File: src/rtl/aritmetik_birim_if.sv
// Handshake/bus bundle for aritmetik_birim: start strobe, opcode and operands
// towards the unit, result and status flags back.
interface aritmetik_birim_if #(
  parameter int GENISLIK = 32
);
  logic                  basla;
  logic [1:0]            islem;
  logic [GENISLIK-1:0]   sayi1;
  logic [GENISLIK-1:0]   sayi2;
  logic [2*GENISLIK-1:0] sonuc;
  logic                  hazir;
  logic                  gecerli;
  logic                  tasma;

  modport master (output basla, islem, sayi1, sayi2,
                  input  sonuc, hazir, gecerli, tasma);
  modport slave  (input  basla, islem, sayi1, sayi2,
                  output sonuc, hazir, gecerli, tasma);
endinterface

File: src/rtl/aritmetik_birim.sv
// Sequential arithmetic unit: cikarma (1 cycle), carpma and bolme
// (radix-2, 32 iterations on magnitudes, sign fixed up at the end).
// Build option: define ISARETLI_EN for two's-complement operands;
// left undefined, every operand is treated as unsigned.
module aritmetik_birim #(
  parameter int GENISLIK = 32
) (
  input  logic            clk,
  input  logic            rst,
  aritmetik_birim_if.slave bus
);
  localparam int W  = GENISLIK;
  localparam int SW = $clog2(W) + 1;
`ifdef ISARETLI_EN
  localparam bit ISARETLI = 1'b1;
`else
  localparam bit ISARETLI = 1'b0;
`endif
  localparam logic [1:0] CIK = 2'b00, CARP = 2'b01, BOL = 2'b10;

  typedef enum logic [1:0] {IDLE, HESAP, BITTI} durum_t;

  durum_t          durum;
  logic [1:0]      op;
  logic [2*W-1:0]  p;        // cikarma: {a,b}; carpma: product/multiplier; bolme: {rem,quo}
  logic [W-1:0]    m;        // multiplicand or divisor magnitude
  logic            neg_a, neg_b, ozel;
  logic [SW-1:0]   sayac;
  logic [2*W-1:0]  sonuc_r;
  logic            hazir_r, gecerli_r, tasma_r;

  assign bus.sonuc   = sonuc_r;
  assign bus.hazir   = hazir_r;
  assign bus.gecerli = gecerli_r;
  assign bus.tasma   = tasma_r;

  // operand signs and magnitudes, used only on the start edge
  logic         a_neg, b_neg;
  logic [W-1:0] a_mag, b_mag;
  assign a_neg = ISARETLI && bus.sayi1[W-1];
  assign b_neg = ISARETLI && bus.sayi2[W-1];
  assign a_mag = a_neg ? -bus.sayi1 : bus.sayi1;
  assign b_mag = b_neg ? -bus.sayi2 : bus.sayi2;

  // one shift-add step: add multiplicand into the high half, shift right
  logic [W:0]     mul_sum;
  logic [2*W-1:0] mul_next;
  assign mul_sum  = {1'b0, p[2*W-1:W]} + (p[0] ? {1'b0, m} : '0);
  assign mul_next = {mul_sum, p[W-1:1]};

  // one restoring-division step on {rem,quo}
  logic [W+1:0]   div_sh, div_fark;
  logic [2*W-1:0] div_next;
  assign div_sh   = {1'b0, p[2*W-1:W], p[W-1]};
  assign div_fark = div_sh - {2'b00, m};
  assign div_next = div_fark[W+1] ? {p[2*W-2:0], 1'b0}
                                  : {div_fark[W-1:0], p[W-2:0], 1'b1};

  // final result/flags and whether this HESAP cycle is the completing one
  logic [W-1:0]   fark, bolum, kalan;
  logic [2*W-1:0] carpim, sonuc_son;
  logic           tasma_son, gecerli_son, son_adim;
  always_comb begin
    fark        = p[2*W-1:W] - p[W-1:0];
    carpim      = (neg_a ^ neg_b) ? -p : p;
    bolum       = (neg_a ^ neg_b) ? -p[W-1:0] : p[W-1:0];
    kalan       = neg_a ? -p[2*W-1:W] : p[2*W-1:W];
    sonuc_son   = '0;
    tasma_son   = 1'b0;
    gecerli_son = 1'b0;
    son_adim    = (sayac == SW'(W));
    case (op)
      CIK: begin
        son_adim    = 1'b1;
        gecerli_son = 1'b1;
        if (ISARETLI) begin
          sonuc_son = {{W{fark[W-1]}}, fark};
          tasma_son = (p[2*W-1] ^ p[W-1]) & (fark[W-1] ^ p[2*W-1]);
        end else begin
          sonuc_son = {{W{1'b0}}, fark};
          tasma_son = (p[2*W-1:W] < p[W-1:0]);
        end
      end
      CARP: begin
        gecerli_son = 1'b1;
        sonuc_son   = carpim;
        tasma_son   = ISARETLI ? ~((&carpim[2*W-1:W-1]) | ~(|carpim[2*W-1:W-1]))
                               : (|carpim[2*W-1:W]);
      end
      BOL: begin
        if (m == '0) begin
          son_adim = 1'b1;          // divide by zero: immediate, invalid result
        end else begin
          gecerli_son = 1'b1;
          sonuc_son   = {kalan, bolum};
          tasma_son   = ozel;
        end
      end
      default: son_adim = 1'b1;     // reserved opcode
    endcase
  end

  // control FSM plus datapath registers; start accepted whenever hazir=1
  always_ff @(posedge clk or negedge rst) begin
    if (!rst) begin
      durum     <= IDLE;
      op        <= CIK;
      p         <= '0;
      m         <= '0;
      neg_a     <= 1'b0;
      neg_b     <= 1'b0;
      ozel      <= 1'b0;
      sayac     <= '0;
      sonuc_r   <= '0;
      hazir_r   <= 1'b1;
      gecerli_r <= 1'b0;
      tasma_r   <= 1'b0;
    end else begin
      case (durum)
        HESAP: begin
          if (son_adim) begin
            sonuc_r   <= sonuc_son;
            gecerli_r <= gecerli_son;
            tasma_r   <= tasma_son;
            hazir_r   <= 1'b1;
            durum     <= BITTI;
          end else begin
            p     <= (op == CARP) ? mul_next : div_next;
            sayac <= sayac + SW'(1);
          end
        end
        default: begin
          if (bus.basla) begin
            op    <= bus.islem;
            neg_a <= a_neg;
            neg_b <= b_neg;
            ozel  <= ISARETLI && (bus.sayi1 == {1'b1, {(W-1){1'b0}}}) && (bus.sayi2 == '1);
            m     <= (bus.islem == CARP) ? a_mag : b_mag;
            case (bus.islem)
              CIK:     p <= {bus.sayi1, bus.sayi2};
              CARP:    p <= {{W{1'b0}}, b_mag};
              BOL:     p <= {{W{1'b0}}, a_mag};
              default: p <= '0;
            endcase
            sayac   <= '0;
            hazir_r <= 1'b0;
            durum   <= HESAP;
          end else begin
            durum <= IDLE;
          end
        end
      endcase
    end
  end
endmodule

File: src/flat_wrapper.sv
// flat-port wrapper written by rule: the top's interface ports become plain ports
module aritmetik_birim_flat 
#(
  parameter int GENISLIK = 32
)
  (clk, rst, bus_basla, bus_islem, bus_sayi1, bus_sayi2, bus_sonuc, bus_hazir, bus_gecerli, bus_tasma);
  aritmetik_birim_if #(.GENISLIK(GENISLIK)) bus_i ();
  input  logic clk;
  input  logic rst;
  input wire logic [$bits(bus_i.basla)-1:0] bus_basla;
  input wire logic [$bits(bus_i.islem)-1:0] bus_islem;
  input wire logic [$bits(bus_i.sayi1)-1:0] bus_sayi1;
  input wire logic [$bits(bus_i.sayi2)-1:0] bus_sayi2;
  output wire logic [$bits(bus_i.sonuc)-1:0] bus_sonuc;
  output wire logic [$bits(bus_i.hazir)-1:0] bus_hazir;
  output wire logic [$bits(bus_i.gecerli)-1:0] bus_gecerli;
  output wire logic [$bits(bus_i.tasma)-1:0] bus_tasma;
  assign bus_i.basla = bus_basla;
  assign bus_i.islem = bus_islem;
  assign bus_i.sayi1 = bus_sayi1;
  assign bus_i.sayi2 = bus_sayi2;
  assign bus_sonuc = bus_i.sonuc;
  assign bus_hazir = bus_i.hazir;
  assign bus_gecerli = bus_i.gecerli;
  assign bus_tasma = bus_i.tasma;
  aritmetik_birim #(.GENISLIK(GENISLIK)) u_core (.clk(clk), .rst(rst), .bus(bus_i));
endmodule
File: config.mk
export PLATFORM = sky130hd
export DESIGN_NAME = aritmetik_birim_flat
export DESIGN_NICKNAME = d
export VERILOG_FILES = /design/src/rtl/aritmetik_birim_if.sv /design/src/rtl/aritmetik_birim.sv /design/src/flat_wrapper.sv
export SDC_FILE = /design/constraint.sdc
export NUM_CORES = 1
export LEC_CHECK = 0
export ABC_AREA = 1
export CORE_AREA = 2 2 236 238
export CTS_BUF_LIST = sky130_fd_sc_hd__clkbuf_8
export DETAILED_ROUTE_END_ITERATION = 16
export DIE_AREA = 0 0 238 240
export PLACE_DENSITY = 0.44
export SYNTH_ARGS = -nofsm -noshare
export SYNTH_HDL_FRONTEND = slang
export SYNTH_SLANG_ARGS = --single-unit
File: constraint.sdc
create_clock -name clk -period 4.16 [get_ports clk]
set_input_delay 0.832 -clock clk [delete_from_list [all_inputs] [get_ports clk]]
set_output_delay 0.832 -clock clk [all_outputs]
set_load 0.05 [all_outputs]
Yosys cells after proc, flatten, opt, wreduce, memory -nomap -nowiden
Cells that the tools add are included.
- flip-flop bits (word level): 173
- bits in latches: 0
- RAM bits: 0
- memory bits (read-only): 0
- input bits: 69
- output and inout port bits: 67
- logic and storage cells: 57
- memories kept: 0
- add/subtract/negate cells: 4
- multipliers: 0
- divide/modulo/power cells: 0
- $lt $le $gt $ge: 1
- eq/ne operators: 8
- shift-type cells: 0
- mux-type cells: 24
- bitwise gates (word level): 1
- reductions and logical operators: 10
- operators by type and width (cell ; number):
    two-way mux 64 bit ; 6
    one-hot mux 64 bit (3 select lines) ; 2
    two-way mux 32 bit ; 2
    subtractor 33 x 32 -> 34 bit ; 1
    adder 32 x 33 -> 33 bit ; 1
    logical NOT 32 bit ; 1
    less-than comparator 32 bit ; 1
    OR reduction 32 bit ; 1
    subtractor 32 bit ; 1
    two-way mux 6 bit ; 3
    AND reduction 2 bit ; 4
    adder 6 x 1 -> 6 bit, second input constant ; 1
    equality test 2 x 1 -> 1 bit, second input constant ; 3
    equality test 6 bit, second input constant ; 1
    two-way mux 1 bit ; 6
    one-hot mux 1 bit (2 select lines) ; 3
    equality test 2 bit, second input constant ; 2
    logical NOT 2 bit ; 2
    two-way mux 2 bit ; 2
    inequality test 2 x 1 -> 1 bit, second input constant ; 1
    inequality test 2 bit, second input constant ; 1
    nonzero test 2 bit ; 1
    OR reduction 2 bit ; 1
    NOT 1 bit ; 1

Longest topological paths before layout
- word-level depth: 5
- gate-level depth with buffers: 19
- mapped depth without buffers: 17

Worst setup path before layout
OpenSTA, ideal clock, no wires.
- path type: register to register
- start point: register u_core.p[0]
- end point: register u_core.p[59]
- arrival: 2.406 ns
- required time: 4.083 ns
- setup slack: 1.677 ns
- cell stages (with the launch flop): 20
- buffers on the path: 2
- clock period less this slack: 2.483 ns
- cell sequence: dfrtp_1 > clkbuf_1 > clkbuf_1 > nand2_1 > inv_1 > ha_1 > fa_1 > nand3_1 > nand3_1 > nand2_1 > nand2_1 > nand2_1 > nand2_1 > nand2_1 > nand2_1 > nand2_1 > nand3_1 > nand3_1 > nand2_1 > a21oi_1
- word-level cells in the longest chain between the ends: 5
- ends and longest elaborated chain (element ; RTL line ; source):
    start, declared ; aritmetik_birim.sv:25 ; logic [2*W-1:0] p;
    start signal, assigned ; aritmetik_birim.sv:128 ; p <= (op == CARP) ? mul_next : div_next;
    start signal, assigned ; aritmetik_birim.sv:140 ; CIK: p <= {bus.sayi1, bus.sayi2};
    start signal, assigned ; aritmetik_birim.sv:141 ; CARP: p <= {{W{1'b0}}, b_mag};
    two-way mux 32 bit ; aritmetik_birim.sv:48 ; assign mul_sum = {1'b0, p[2*W-1:W]} + (p[0] ? {1'b0, m} : '0);
    adder 32 x 33 -> 33 bit ; aritmetik_birim.sv:48 ;
    two-way mux 64 bit ; aritmetik_birim.sv:128 ;
    two-way mux 64 bit ; aritmetik_birim.sv:121 ; if (son_adim) begin
    two-way mux 64 bit ; aritmetik_birim.sv:119 ; case (durum)
No other way between the ends. The select of a mux whose other input is x is not followed.
A chain may end at the register's enable or synchronous reset.

Worst setup path after layout
- start point: register u_core.m[4]
- end point: register u_core.sonuc_r[32], in the netlist u_core.bus.sonuc[32]
- word-level cells in the longest chain between the ends: 4
- elaborated cells between the ends (all ways): 6
- classes of those cells: 4 x mux; 2 x reduce/logical
- ends and longest elaborated chain (element ; RTL line ; source):
    start, declared ; aritmetik_birim.sv:26 ; logic [W-1:0] m;
    start signal, assigned ; aritmetik_birim.sv:138 ; m <= (bus.islem == CARP) ? a_mag : b_mag;
    logical NOT 32 bit (*) ; aritmetik_birim.sv:91 ; if (m == '0) begin
    two-way mux 1 bit ; aritmetik_birim.sv:91 ;
    one-hot mux 1 bit (2 select lines) ; aritmetik_birim.sv:72 ; case (op)
    AND reduction 2 bit (no line) ; n/a ;
    end signal, assigned ; aritmetik_birim.sv:122 ; sonuc_r <= sonuc_son;
    end, declared ; aritmetik_birim.sv:29 ; logic [2*W-1:0] sonuc_r;
Mark *: on every way between the ends. The rest lies on a longest branch, timed or not.

==> summary.txt <==
Outcome
  – Status: finished, final reports clean

CTS
  – Post-CTS Setup Bufs: 0
  – CTS tree: done
  – H-tree lvl count: 4
  – CTS Root Cell: clkbuf_8
  – CTS Buf Count: 17
  – Clock slew at reported path FFs: 0.11 ns
  – Post-CTS Hold Fix Bufs: 0
  – Clock Sinks: 173
  – Clock Latency Late Sink: 0.53 ns
  – Post-CTS resize count: 0
  – Deepest clock path buffer count: 2

Die
  – Io pins: 136
  – Row Count: 86
  – Total die area: 57,100 um^2
  – Die height: 240 um
  – Area of the core: 54,700 um^2
  – Chip width: 238 um
  – Initial core utilization: 29.5%

Final layout
  – Area growth from synthesis to layout: 16.8%
  – Layout cells sized above 1: 4.71%
  – Antenna Cells: 0
  – Fin nets: 2,902

Detailed routing
  – Starting DRT DRC Count: 1,603
  – Wire per inst: 21.1 um
  – Total routed wirelength: 72,500 um
  – Via density: 5.22
  – Number of routed nets with antenna violations: 0
  – DR pass1 iterations: 6
  – Residual DRC: 0
  – Vias: 18.0k

Worst setup path
  – Startpoint Class: flip-flop
  – CP arrival: 3.93 ns
  – CP endpoint: u_core.bus.sonuc[32]
  – Worst setup path startpoint: u_core.m[4]
  – CP Capture Type: flip-flop
  – R2R Path Start: u_core.m[4]
  – Crit-path max FO: 27
  – Required @ worst endpoint: 4.62 ns
  – Reg2Reg Capture Point: u_core.bus.sonuc[32]
  – Crit path kind: reg2reg
  – Worst R2R Setup Slack: 0.69 ns
  – R2R cell count: 9

Worst hold path
  – HP Class: in2async

Synthesis
  – Yosys reg bits: 173
  – Main flop type after synthesis: dfrtp_1
  – Async SR Flop Fraction: 100%
  – Yosys top cell area share: 26.7%
  – Number of enable flip-flop cells after synthesis: 0
  – Mapped Nets: 2,788
  – Cells after Synth: 2,613
  – Cell taking the most area after synthesis: dfrtp_1
  – Synth top cells by count: 806 x nand2_1, 347 x inv_1, 263 x a21oi_1
  – Sequential-to-total area share from yosys stat: 26.8%
  – Number of distinct library cells after synthesis: 47
  – Netlist Area Pre-Place: 16,200 um^2
  – Syn. warnings: 0
  – Synth top area cells: dfrtp_1 27%, nand2_1 19%, a21oi_1 8.1%, inv_1 8.1%, ha_1 8.0%
  – Avg Inst Size Synth: 6.18 um^2
  – Top-count cell post-synth: nand2_1

Place
  – Port buffer count: 135
  – Post-DP HPWL: 58,300 um
  – Final Wtd Congestion: 0.946

Timing
  – Fin. Hold Viols: 0
  – Peak Freq: 288 MHz
  – Sum Neg Setup Slack: 0 ns
  – Final Cycle Share: 83.4%
  – Slew Limit Fails: 0
  – RSZ-0062 raised after global routing: false
  – Slew HR: 35.1%
  – Slew @ Worst Pin: 0.973 ns
  – Endpoints failing setup: 0
  – Setup Skew: 0.0203 ns
  – Final Critical Period: 3.47 ns

GRT
  – First-pass GRT wire length: 109,000 um
  – Initial antenna violation count: 0
  – GRT Residual Overflow: 0
  – Largest net degree at the start of global routing: 90
  – Vias in the first global route: 17.1k
  – GRT Util Overall: 25.3%

Run
  – Max Cap Viol: 0
==> logic make-up after synthesis <==
| kind of cell | synth area share [%] |
|---|---|
| fa+ha+maj | 8.35 |
| simple gates | 34.3 |
| xor+xnor | 1.46 |
| buf+inv | 10.8 |
| flops | 26.8 |
| compound gates | 18.3 |
==> state kept, by name (all words and copies together), names as in the netlist <==
| register | count |
|---|---|
| u_core.m | 32 |
| u_core.p | 64 |
| u_core.bus.sonuc | 64 |
| u_core.sayac | 6 |
| u_core.durum | 2 |
| u_core.bus.gecerli | 1 |
| u_core.bus.tasma | 1 |
| u_core.op | 2 |
| u_core.bus.hazir | 1 |
==> cells in the final DEF, fill, tap and decap left out, types with 3 or more instances in the layout <==
master and instances:
xnor2_1 5, a21oi_1 263, inv_1 348, a21boi_0 4, ha_1 102, inv_2 4
nand4_1 54, nor2_4 5, inv_6 5, and2_1 6, nand3b_1 13, clkdlybuf4s50_1 134
nor2_2 4, nor3_1 29, nand2_2 8, a221oi_1 30, a21o_1 6, a21oi_2 10
dfrtp_1 172, o22ai_1 9, nor2_1 203, nand2_1 805, o21bai_1 10, buf_4 51
xor2_1 22, or2_2 4, o21ai_0 191, fa_1 3, bufinv_16 3, nand3_1 164
clkbuf_8 18, buf_12 3, o21a_1 7, nor4_1 20
==> cell type report <==
| class | instances | area, um^2 |
|---|---|---|
| well taps | 704 | 881 |
| repair buffers | 189 | 1800 |
| clock buffers | 18 | 248 |
| multi-input cells | 1993 | 10100 |
| clock inverters | 14 | 178 |
| fillers | 6076 | 35800 |
| inverters | 353 | 1330 |
| flip-flops and latches | 173 | 4330 |
==> stage by stage <==
| step | setup WS [ns] | hold WS [ns] | utilization (%) | cells | area [um^2] |
|---|---|---|---|---|---|
| floorplan | 1.68 | 0.500 | - | 2613 | 16200 |
| global placement | 0.730 | 0.463 | 33.7 | 3412 | 18400 |
| global route | 0.668 | 0.424 | 34.5 | 3444 | 18900 |
| detailed placement | 0.736 | 0.464 | 33.7 | 3412 | 18400 |
| finish | 0.691 | 0.398 | 34.5 | 3444 | 18900 |
| CTS | 0.712 | 0.415 | 34.5 | 3444 | 18900 |
==> per-layer routing <==
layer / up-vias / track usage (%) / wire (um)
li1: 8791 / - / -
met1: 8508 / 35.9 / 34200
met2: 595 / 40.2 / 32500
met3: 92 / 2.76 / 3530
met4: 0 / 8.07 / 2270
met5: - / 0 / 0
==> worst max-delay path, stage by stage (launching register included) <==
cell and delay (ns):
dfrtp_1 0.41, nor4_1 0.77, nand4_1 0.39, nor2_1 0.29, nand2_1 0.10, nand3_2 0.12
nand2_2 0.08, nor2_4 0.64, nand3_1 0.43, nand2_1 0.15
==> worst min-delay path by stage <==
stage / slack [ns] / startpoint / endpoint
after CTS: 0.42 / rst / u_core.bus.sonuc[2]
after global placement: 0.46 / u_core.bus.sonuc[44] / u_core.bus.sonuc[44]
after detailed placement: 0.46 / u_core.bus.sonuc[34] / u_core.bus.sonuc[34]
after global routing: 0.42 / rst / u_core.bus.sonuc[1]
after floorplan: 0.50 / u_core.sayac[2] / u_core.sayac[2]
final: 0.40 / rst / u_core.bus.sonuc[50]
Power is not shown: default switching activity piles up to over one toggle a cycle in this logic, so the estimate is an artifact.
